**config.mk**
```make
export PLATFORM = sky130hd
export DESIGN_NAME = axi_master
export DESIGN_NICKNAME = d
export VERILOG_FILES = /design/src/rtl/axi_master.sv
export SDC_FILE = /design/constraint.sdc
export NUM_CORES = 1
export LEC_CHECK = 0
export ABC_AREA = 1
export ABC_CLOCK_PERIOD_IN_PS = 2300
export CORE_AREA = 3 3 133 135
export DETAILED_ROUTE_END_ITERATION = 12
export DIE_AREA = 0 0 136 138
export DONT_BUFFER_PORTS = 1
export PLACE_DENSITY = 0.37
export SETUP_SLACK_MARGIN = 0.4
export SLEW_MARGIN = 20
export SYNTH_ARGS = -nofsm -noshare
export SYNTH_HDL_FRONTEND = slang
export SYNTH_SLANG_ARGS = --single-unit
```
**constraint.sdc**
```tcl
create_clock -name ACLK -period 2.3 [get_ports ACLK]
set_input_delay 0.46 -clock ACLK [delete_from_list [all_inputs] [get_ports ACLK]]
set_output_delay 0.46 -clock ACLK [all_outputs]
set_load 0.03 [all_outputs]
```
**src/rtl/axi_master.sv**
```systemverilog
// axi_master: single-outstanding AXI4 burst master with independent write and read engines.
// Latency: AxVALID one cycle after start; write data and read data pass combinationally; done pulses one cycle after the final handshake.
// Backpressure: the master waits indefinitely on AWREADY/WREADY/BVALID/ARREADY/RVALID and holds every output steady while stalled.
//
// Ports:
//   ACLK, ARESETn                      clock, asynchronous active-low reset
//   AW*/W*/B*                          AXI write address, write data, write response
//   AR*/R*                             AXI read address, read data
//   i_wr_start/i_wr_addr/i_wr_len      write command (len = beats-1)
//   i_wr_data, o_wr_pop                write data source; pop marks the accepted beat
//   i_rd_start/i_rd_addr/i_rd_len      read command (len = beats-1)
//   o_rd_data, o_rd_valid              read beats delivered to the user
//   o_wr_busy/o_rd_busy/o_wr_done/o_rd_done/o_err   status
//
// Build option: define AXI_MASTER_RESP_CHECK_EN to raise a sticky o_err on
// non-OKAY responses or an RLAST that disagrees with the requested length.
// Without it o_err is constant 0 and response codes are ignored.
module axi_master #(
  parameter int M_ID_BW   = 4,
  parameter int M_ADDR_BW = 32,
  parameter int M_DATA_BW = 32
) (
  input  logic                   ACLK,
  input  logic                   ARESETn,
  // write address
  output logic [M_ID_BW-1:0]     AWID,
  output logic [M_ADDR_BW-1:0]   AWADDR,
  output logic [7:0]             AWLEN,
  output logic [2:0]             AWSIZE,
  output logic [1:0]             AWBURST,
  output logic                   AWVALID,
  input  logic                   AWREADY,
  // write data
  output logic [M_DATA_BW-1:0]   WDATA,
  output logic [M_DATA_BW/8-1:0] WSTRB,
  output logic                   WLAST,
  output logic                   WVALID,
  input  logic                   WREADY,
  // write response
  input  logic [M_ID_BW-1:0]     BID,
  input  logic [1:0]             BRESP,
  input  logic                   BVALID,
  output logic                   BREADY,
  // read address
  output logic [M_ID_BW-1:0]     ARID,
  output logic [M_ADDR_BW-1:0]   ARADDR,
  output logic [7:0]             ARLEN,
  output logic [2:0]             ARSIZE,
  output logic [1:0]             ARBURST,
  output logic                   ARVALID,
  input  logic                   ARREADY,
  // read data
  input  logic [M_ID_BW-1:0]     RID,
  input  logic [M_DATA_BW-1:0]   RDATA,
  input  logic [1:0]             RRESP,
  input  logic                   RLAST,
  input  logic                   RVALID,
  output logic                   RREADY,
  // user write command
  input  logic                   i_wr_start,
  input  logic [M_ADDR_BW-1:0]   i_wr_addr,
  input  logic [7:0]             i_wr_len,
  input  logic [M_DATA_BW-1:0]   i_wr_data,
  output logic                   o_wr_pop,
  // user read command
  input  logic                   i_rd_start,
  input  logic [M_ADDR_BW-1:0]   i_rd_addr,
  input  logic [7:0]             i_rd_len,
  output logic [M_DATA_BW-1:0]   o_rd_data,
  output logic                   o_rd_valid,
  // status
  output logic                   o_wr_busy,
  output logic                   o_rd_busy,
  output logic                   o_wr_done,
  output logic                   o_rd_done,
  output logic                   o_err
);

  localparam logic [2:0] BEAT_SIZE = 3'($clog2(M_DATA_BW / 8));
  localparam logic [1:0] BURST_INCR = 2'b01;

  typedef enum logic [1:0] {W_IDLE, W_ADDR, W_DATA, W_RESP} w_state_t;
  typedef enum logic [1:0] {R_IDLE, R_ADDR, R_DATA} r_state_t;

  w_state_t               w_state, w_next;
  r_state_t               r_state, r_next;
  logic [M_ADDR_BW-1:0]   wr_addr_q, rd_addr_q;
  logic [7:0]             wr_len_q, rd_len_q;
  logic [7:0]             wr_cnt;
  logic                   w_hs, b_hs, r_hs;

  assign w_hs = WVALID & WREADY;
  assign b_hs = BVALID & BREADY;
  assign r_hs = RVALID & RREADY;

  // ---------------- write engine ----------------
  always_ff @(posedge ACLK or negedge ARESETn) begin
    if (!ARESETn) begin
      w_state   <= W_IDLE;
      wr_addr_q <= '0;
      wr_len_q  <= '0;
      wr_cnt    <= '0;
      o_wr_done <= 1'b0;
    end else begin
      w_state   <= w_next;
      o_wr_done <= b_hs;
      if (w_state == W_IDLE && i_wr_start) begin
        wr_addr_q <= i_wr_addr;
        wr_len_q  <= i_wr_len;
        wr_cnt    <= '0;
      end else if (w_hs) begin
        wr_cnt    <= wr_cnt + 8'd1;
      end
    end
  end

  always_comb begin
    w_next = w_state;
    case (w_state)
      W_IDLE: if (i_wr_start)         w_next = W_ADDR;
      W_ADDR: if (AWREADY)            w_next = W_DATA;
      W_DATA: if (w_hs && WLAST)      w_next = W_RESP;
      W_RESP: if (BVALID)             w_next = W_IDLE;
      default:                        w_next = W_IDLE;
    endcase
  end

  assign AWID     = '0;
  assign AWADDR   = wr_addr_q;
  assign AWLEN    = wr_len_q;
  assign AWSIZE   = BEAT_SIZE;
  assign AWBURST  = BURST_INCR;
  assign AWVALID  = (w_state == W_ADDR);
  assign WDATA    = i_wr_data;
  assign WSTRB    = '1;
  assign WVALID   = (w_state == W_DATA);
  // Counter holds the index of the beat currently presented, so the last
  // beat is the one whose index equals the requested len.
  assign WLAST    = (w_state == W_DATA) && (wr_cnt == wr_len_q);
  assign BREADY   = (w_state == W_RESP);
  assign o_wr_pop = w_hs;
  assign o_wr_busy = (w_state != W_IDLE);

  // ---------------- read engine ----------------
  always_ff @(posedge ACLK or negedge ARESETn) begin
    if (!ARESETn) begin
      r_state   <= R_IDLE;
      rd_addr_q <= '0;
      rd_len_q  <= '0;
      o_rd_done <= 1'b0;
    end else begin
      r_state   <= r_next;
      o_rd_done <= r_hs & RLAST;
      if (r_state == R_IDLE && i_rd_start) begin
        rd_addr_q <= i_rd_addr;
        rd_len_q  <= i_rd_len;
      end
    end
  end

  // Termination follows RLAST only; the requested length never ends a burst.
  always_comb begin
    r_next = r_state;
    case (r_state)
      R_IDLE: if (i_rd_start)         r_next = R_ADDR;
      R_ADDR: if (ARREADY)            r_next = R_DATA;
      R_DATA: if (RVALID && RLAST)    r_next = R_IDLE;
      default:                        r_next = R_IDLE;
    endcase
  end

  assign ARID       = '0;
  assign ARADDR     = rd_addr_q;
  assign ARLEN      = rd_len_q;
  assign ARSIZE     = BEAT_SIZE;
  assign ARBURST    = BURST_INCR;
  assign ARVALID    = (r_state == R_ADDR);
  assign RREADY     = (r_state == R_DATA);
  assign o_rd_data  = RDATA;
  assign o_rd_valid = r_hs;
  assign o_rd_busy  = (r_state != R_IDLE);

  // ---------------- response checking ----------------
`ifdef AXI_MASTER_RESP_CHECK_EN
  logic [7:0] rd_cnt;
  logic       err_q;
  logic       rlast_bad;

  // RLAST must coincide exactly with the beat whose index equals len.
  assign rlast_bad = RLAST != (rd_cnt == rd_len_q);

  always_ff @(posedge ACLK or negedge ARESETn) begin
    if (!ARESETn) begin
      rd_cnt <= '0;
      err_q  <= 1'b0;
    end else begin
      if (r_state == R_IDLE && i_rd_start) rd_cnt <= '0;
      else if (r_hs)                       rd_cnt <= rd_cnt + 8'd1;
      if ((b_hs && BRESP != 2'b00) || (r_hs && (RRESP != 2'b00 || rlast_bad)))
        err_q <= 1'b1;
    end
  end

  assign o_err = err_q;
`else
  assign o_err = 1'b0;
`endif

  // IDs are never checked (single outstanding, ID always 0); response codes
  // are only consumed when checking is built in.
  logic unused_ok;
  assign unused_ok = &{1'b0, BID, RID, BRESP, RRESP};

endmodule

```
# ---- Word-level counts from Yosys, hierarchy flattened
# Index checks and enable logic that the tools add are counted.
dict set report word_totals {
  regBits 94
  input_bits 166
  out_inout_bits 179
  word_cells 50
}
dict set report op_classes {
  add_sub_neg 1
  n_eq_ne 13
  mux 11
  bitwise_logic 4
  reduce_logical 12
}
# operator count
set ops {}
lappend ops {{8-bit two-way mux} 2}
lappend ops {{2-bit two-way mux} 7}
lappend ops {{8-bit by 1-bit adder with 8-bit output (second input constant)} 1}
lappend ops {{8-bit == test} 1}
lappend ops {{2-bit by 1-bit inequality test with 1-bit output (second input constant)} 4}
lappend ops {{2-bit case mux with 4 select lines} 1}
lappend ops {{2-bit == test (second input constant)} 3}
lappend ops {{2-bit inequality test (second input constant)} 3}
lappend ops {{2-bit case mux with 3 select lines} 1}
lappend ops {{2-bit nonzero test} 3}
lappend ops {{1-bit logical AND} 5}
lappend ops {{1-bit bitwise AND} 4}
lappend ops {{2-bit by 1-bit == test with 1-bit output (second input constant)} 2}
lappend ops {{2-bit logical NOT} 2}
lappend ops {{4-bit AND reduction} 1}
lappend ops {{3-bit AND reduction} 1}

# ---- Depth between registers and ports, before layout
# Gate-level depths: netlist of run 1.
dict set report logic_depth {
  ltp_word 5
  depth_mapped 11
  depth_no_buf 11
}

# ---- Worst setup path before layout of run 1
# Ideal clock, no wire load.
dict set report synth_timing {
  path_type {reg-to-output}
  start {reg w_state[0]}
  end {out WLAST}
  arrival_ns 1.588
  required_time_ns 1.840
  setup_slack_ns 0.252
  path_stages_with_launch 7
  n_path_buf 0
  path_cell_list {dfrtp_1 -> inv_1 -> ha_1 -> inv_1 -> nor2_1 -> nand4_1 -> nor2_1}
}
dict set report synth_between {
  elab_chain_cells 2
}
# element line_no
set synth_lines {}
lappend synth_lines {{from (decl)} 85} ;# w_state_t w_state, w_next;
lappend synth_lines {{from (signal assigned)} 105} ;# w_state <= w_next;
lappend synth_lines {{2-bit == test} --}
lappend synth_lines {{via WVALID} 37} ;# output logic WVALID,
lappend synth_lines {{1-bit logical AND} 139} ;# assign WLAST = (w_state == W_DATA) && (wr_cnt == wr_len_q);
lappend synth_lines {{to (decl)} 36} ;# output logic WLAST,
# The timed path passes the listed nets, and every way through them passes these cells.

# ---- Final worst setup path of run 1
# Ends and elaborated chain as after synthesis.

==> results.json, run 1 <==
{
  "outcome": "finished with violations",
  "violations": "hold timing",
  "numPortBuffers": 0,
  "placedCellCount": 629,
  "leakage_nw": 2.30,
  "critical_path_class": "flip-flop to output port",
  "ant_nets": 0,
  "synthesis.area_um2": 4600,
  "ys_seq_area_share_pct": 51.1,
  "crit_chain": "inv_2 -> ha_4 -> inv_2 -> nor2_2 -> nand4_1 -> nor2_4",
  "die_w_um": 136,
  "root_buffer": "clkbuf_16",
  "critPathArrivalTime_ns": 1.63,
  "power_density_nw_per_um2": 1670,
  "synthTopCellsByArea": "dfrtp_1 51%, buf_4 14%, nand2_1 12%",
  "via_count": 2732,
  "setup.worst_path.end_class": "output port",
  "grt.overflow.total": 0,
  "setup_violations": 0,
  "worstMarginPinSlew_ns": 0.612,
  "critPathRequiredTime_ns": 1.84,
  "ys_types": 29,
  "rows": 47,
  "synth_mux_area_share_pct": 9.79,
  "critPathBufInv": 2,
  "cp_max_fo": 5,
  "die_h_um": 138,
  "post-route-util_pct": 28.4,
  "drv_cap": 0,
  "detail_route.wl_per_cell_um": 16.1,
  "synthArstFlopShare_pct": 100,
  "start_kind": "flip-flop",
  "synth_most_common_cell": "nand2_1",
  "clkSinkCount": 94,
  "fmax_ghz": 0.479,
  "slowest_delay_ns": 0.40,
  "grt_pass1_wl_um": 16300,
  "synth_top_family_by_area": "buffers and inverters",
  "nFillCells": 1770,
  "power.total_mw": 7.89,
  "cts_buffers": 9,
  "ir_drop_mv": 0.584,
  "avgSynthCellArea_um2": 9.64,
  "synthTopCellsByCount": "146 x nand2_1, 94 x dfrtp_1, 87 x buf_4",
  "final-seq-area_um2": 2350,
  "rsz0062_at_grt": "yes",
  "rr_startpoint": "w_state[0]",
  "cpMaxStageDelayCell": "dfrtp_1",
  "maxSlewHeadroom_pct": 59.1,
  "first_pass_iters": 4,
  "synth_xor_area_share_pct": 0,
  "ff2ff_setup_slack_ns": 0.55,
  "pin_count": 345,
  "cts_tree": "yes",
  "syn_inst": 477,
  "drive_above_1_share_pct": 23.9,
  "synth-edff-count": 0,
  "ys_ff_latch": 94,
  "hpwl_um": 7630,
  "grt_max_degree": 95,
  "min_period_over_period_pct": 90.8,
  "antenna_found_initial": 0,
  "multi_input_area_um2": 1520,
  "grt_usage_pct": 11.3,
  "die_area_um2": 18800,
  "clk_pin_slew_ns": 0.07,
  "crit_path_frequent_cell": "inv_2",
  "drtIter0Drc": 90,
  "ys.flop_type": "dfrtp_1",
  "fin_skew_ns": 0.00669,
  "vias_per_cell": 4.17,
  "fin_tns_setup_ns": 0,
  "holdCritPathClass": "input port to async pin",
  "synthAdderAreaFrac_pct": 1.63,
  "routed_wirelength_um": 10500,
  "synthSimpleGateAreaFrac_pct": 16.2,
  "yosysWarnings": 0,
  "yosys.area.top_type": "dfrtp_1",
  "maxSlewViolCount": 0,
  "synth_top_area_share_pct": 51.1,
  "finalHoldWorstSlack_ns": -0.202,
  "reg2reg_to": "wr_cnt[7]",
  "finalHoldViolCount": 94,
  "clockBufferDepth": 2,
  "place.gp.congestion": 0.781,
  "antenna_cells": 0,
  "cpLargestDelayFamily": "simple AND/OR/NAND/NOR gates",
  "final_cells": 655,
  "grt_pass1_vias": 2933,
  "area_growth_pct": 2.42,
  "cts_max_level": 3,
  "coreArea_um2": 16600,
  "start_util_pct": 27.7,
  "clk_latency_ns": 0.35,
  "nets": 602,
  "finalCriticalPeriod_ns": 2.09,
  "drc_errors": 0,
  "reg2reg_depth": 11,
  "synth_compound_area_share_pct": 2.61
}
[worst max-delay path by stage]
| stage | endpoint | startpoint | slack (ns) | cells after the start |
|---|---|---|---|---|
| finish | WLAST | w_state[0] | 0.21 | 6 |
| global route | WLAST | wr_cnt[2] | 0.08 | 6 |
| CTS | WLAST | AWLEN[0] | 0.17 | 6 |
| detailed placement | WLAST | w_state[0] | 0.30 | 6 |
| global placement | WLAST | w_state[0] | 0.35 | 6 |
| floorplan | o_rd_valid | r_state[1] | 0.43 | 4 |
[worst register-to-register path: stages, from the launching register on]
cell and delay, ns:
dfrtp_1 0.40, inv_2 0.10, ha_4 0.24, nand2_2 0.12
clkinv_2 0.15, nand2_2 0.09, nor2_4 0.11, nand2_2 0.08
nor3_4 0.15, nand3_1 0.09, nand2_1 0.06, nor2_1 0.04
[report_power, final]
group | switching, mW | total [mW] | leakage [nW] | internal, mW
clock | 0.707 | 1.46 | 0.133 | 0.756
sequential | 1.90 | 4.30 | 1.15 | 2.39
combinational | 1.23 | 2.13 | 1.01 | 0.899
[stage by stage]
step                      worst slack, ns  hold slack [ns]  area (um^2)
after floorplan                     0.430            0.164         4680
after global placement              0.348            0.167         4310
after detailed placement            0.304            0.167         4310
after CTS                           0.173           -0.226         4660
after global routing               0.0847           -0.231         4710
final                               0.212           -0.202         4710
[repair_timing]
item	4_1_cts	5_1_grt
endpoints found under the hold margin	94	94
pin swaps	2	7
setup buffers	6	4
endpoints found under the setup margin	4	4
gates resized for setup	6	12
[layer usage]
metal | part of all wire, % | GRT usage [%] | vias up
li1 | - | - | 1285
met1 | 38 | 12.6 | 1266
met2 | 49 | 17.9 | 147
met3 | 9.5 | 4.94 | 34
met4 | 3.4 | 6.21 | 0
met5 | 0 | 0 | -
[cells by family (layout without fill, tap and decap cells)]
kind of cell / Yosys count / in the layout
buffers and inverters: 130 / 67
AO/OA/AOI/OAI: 22 / 22
adder cells (fa/ha/maj): 6 / 6
other: 2 / 23
flip-flops: 94 / 94
AND/OR/NAND/NOR: 183 / 183
multiplexers: 40 / 40
[cell type report]
| type | count | area share, % |
|---|---|---|
| Clock buffer | 10 | 4.86 |
| Timing Repair Buffer | 21 | 3.51 |
| Multi-Input combinational cell | 274 | 32.2 |
| Clock inverter | 6 | 1.17 |
| Inverter | 30 | 2.42 |
| Tap cell | 220 | 5.84 |
| Sequential cell | 94 | 50.0 |
[sequential cells by signal, summed over array words and instances, names as in the netlist]
name,flops
ARADDR,32
ARLEN,8
AWADDR,32
AWLEN,8
o_rd_done,1
o_wr_done,1
r_state,2
w_state,2
wr_cnt,8
[layout by cell type (no fill, tap or decap), drive strengths merged, types with 3 or more instances in the layout]
cell type,synthesis,final
a21oi,6,6
buf,94,21
clkbuf,6,10
conb,2,23
dfrtp,94,94
ha,6,6
inv,29,32
mux2,40,40
nand2,150,150
nand3,5,5
nor2,20,20
nor3,3,3
o21ai,12,12
No activity file was read; power rests on OpenSTA's default activity.
==> run 2: changes to the inputs <==
CORE_AREA = 3 3 132 134   (was 3 3 133 135)
CTS_BUF_LIST = sky130_fd_sc_hd__clkbuf_2 sky130_fd_sc_hd__clkbuf_4 sky130_fd_sc_hd__clkbuf_8   (was default)
DIE_AREA = 0 0 135 137   (was 0 0 136 138)
==> results.json, run 2 (synthesized netlist as in run 1, its figures left out) <==
{
  "outcome": "finished with violations",
  "violations": "hold timing",
  "clkSinkCount": 94,
  "die_h_um": 137,
  "start_util_pct": 28.0,
  "finalCriticalPeriod_ns": 2.10,
  "most-common-layout-cells": "143 x nand2_1, 91 x dfrtp_1, 40 x mux2_2, 23 x inv_1, 23 x conb_1",
  "cts_max_level": 3,
  "cp_max_fo": 4,
  "grt_pass1_vias": 2818,
  "antenna_found_initial": 0,
  "finalHoldViolCount": 94,
  "ant_nets": 0,
  "critPathRequiredTime_ns": 1.84,
  "grt_max_degree": 95,
  "pin_count": 345,
  "maxSlewHeadroom_pct": 56.4,
  "grt_pass1_wl_um": 15500,
  "hpwl_um": 7630,
  "antenna_cells": 0,
  "leakage_nw": 2.27,
  "drv_cap": 0,
  "power_density_nw_per_um2": 1630,
  "fin_tns_setup_ns": 0,
  "layout_commonest_cell": "nand2_1",
  "area_growth_pct": 0.680,
  "detail_route.wl_per_cell_um": 16.2,
  "cts_tree": "yes",
  "place.gp.congestion": 0.709,
  "fin_skew_ns": 0.0138,
  "finalHoldWorstSlack_ns": -0.240,
  "via_count": 2771,
  "maxSlewViolCount": 0,
  "setup.worst_path.end_class": "output port",
  "root_buffer": "clkbuf_8",
  "die_w_um": 135,
  "nets": 599,
  "rows": 47,
  "worstMarginPinSlew_ns": 0.651,
  "rsz0062_at_grt": "yes",
  "place_ws_ns": 0.326,
  "min_period_over_period_pct": 91.4,
  "critPathArrivalTime_ns": 1.64,
  "holdCritPathClass": "input port to async pin",
  "drive_above_1_share_pct": 23.6,
  "final.setup.worst_slack_ns": 0.198,
  "clk_pin_slew_ns": 0.11,
  "coreArea_um2": 16400,
  "clk_latency_ns": 0.38,
  "setup_violations": 0,
  "numPortBuffers": 0,
  "clockBufferDepth": 2,
  "grt_usage_pct": 11.1,
  "cts_buffers": 9,
  "first_pass_iters": 4,
  "fmax_ghz": 0.476,
  "die_area_um2": 18500,
  "routed_wirelength_um": 10500,
  "start_kind": "flip-flop",
  "rr_startpoint": "w_state[0]",
  "drc_errors": 0,
  "drtIter0Drc": 83,
  "vias_per_cell": 4.25,
  "ir_drop_mv": 0.574,
  "worstSetupStartpoint": "wr_cnt[2]",
  "grt.overflow.total": 0,
  "critical_path_class": "flip-flop to output port"
}
==> run 2: changes by cell type in the layout (fill, tap and decap cells not counted), moves of 2 or more <==
| cell | before | now |
|---|---|---|
| clkbuf_8 | 0 | 10 |
| clkbuf_16 | 9 | 0 |
| buf_4 | 19 | 15 |
| clkinv_4 | 1 | 3 |
| clkinvlp_4 | 2 | 0 |
==> run 2: critical path, stage by stage, from the launching register on <==
cell	delay (ns)
dfrtp_1	0.40
inv_2	0.08
or2_4	0.12
nand2_2	0.05
nor4_2	0.20
nand4_1	0.17
nor2_4	0.24
==> run 2: cell type report <==
class                   instances  area [um^2]
clock buffers                  10          138
clock inverters                 6         60.1
fillers                      1770        11800
inverters                      30          118
multi-input cells             274         1530
flip-flops and latches         94         2360
well taps                     220          275
repair buffers                 18          155
==> run 2: routing by layer <==
metal  part of all wire, %  track usage, %  vias to the layer above  wire (um)
met1                    38            12.8                     1304       4030
met4                   2.9            5.04                        0        301
met3                    12            5.99                       30       1220
li1                      -               -                     1277          -
met2                    47            16.9                      160       5000
met5                     0               0                        -          0
==> run 2: stage by stage <==
| stage | utilization [%] | instances | hold slack (ns) | instance area (um^2) | power, mW |
|---|---|---|---|---|---|
| after floorplan | - | 498 | 0.164 | 4680 | 6.03 |
| after global placement | 26.3 | 629 | 0.167 | 4320 | 6.34 |
| after detailed placement | 26.3 | 629 | 0.167 | 4320 | 6.39 |
| after CTS | 27.8 | 648 | -0.274 | 4560 | 7.62 |
| after global routing | 28.2 | 652 | -0.289 | 4630 | 8.07 |
| final | 28.2 | 652 | -0.240 | 4630 | 7.55 |
==> run 2: where the power goes <==
group          switching [mW]  leakage [nW]  internal [mW]
Sequential               1.89          1.15           2.39
Combinational            1.25          1.02          0.886
Clock                   0.675         0.103          0.454
Total                    3.81          2.27           3.73
==> run 2: worst paths after layout <==
check | endpoint | slack [ns] | cells past startpoint
max reg2reg | wr_cnt[7] | 0.56 | 11
min reg2reg | wr_cnt[3] | 0.52 | 1
min in group ACLK | o_wr_done | 0.18 | 2
min | AWADDR[2] | -0.24 | 0
max | WLAST | 0.20 | 6
max in group asynchronous | ARLEN[7] | 2.41 | 0
==> run 2: repair_timing <==
item / 4_1_cts / 5_1_grt
pin swaps: 2 / 8
setup endpoints to repair: 6 / 5
resized for setup: 6 / 15
endpoints found under the hold margin: 94 / 94
buffers inserted: 3 / 4
==> run 3: changes to the inputs <==
CTS_CLUSTER_SIZE = 24   (was default)
==> results of run 3 <==
Final layout, timing and power as in run 2 (identical DEF).
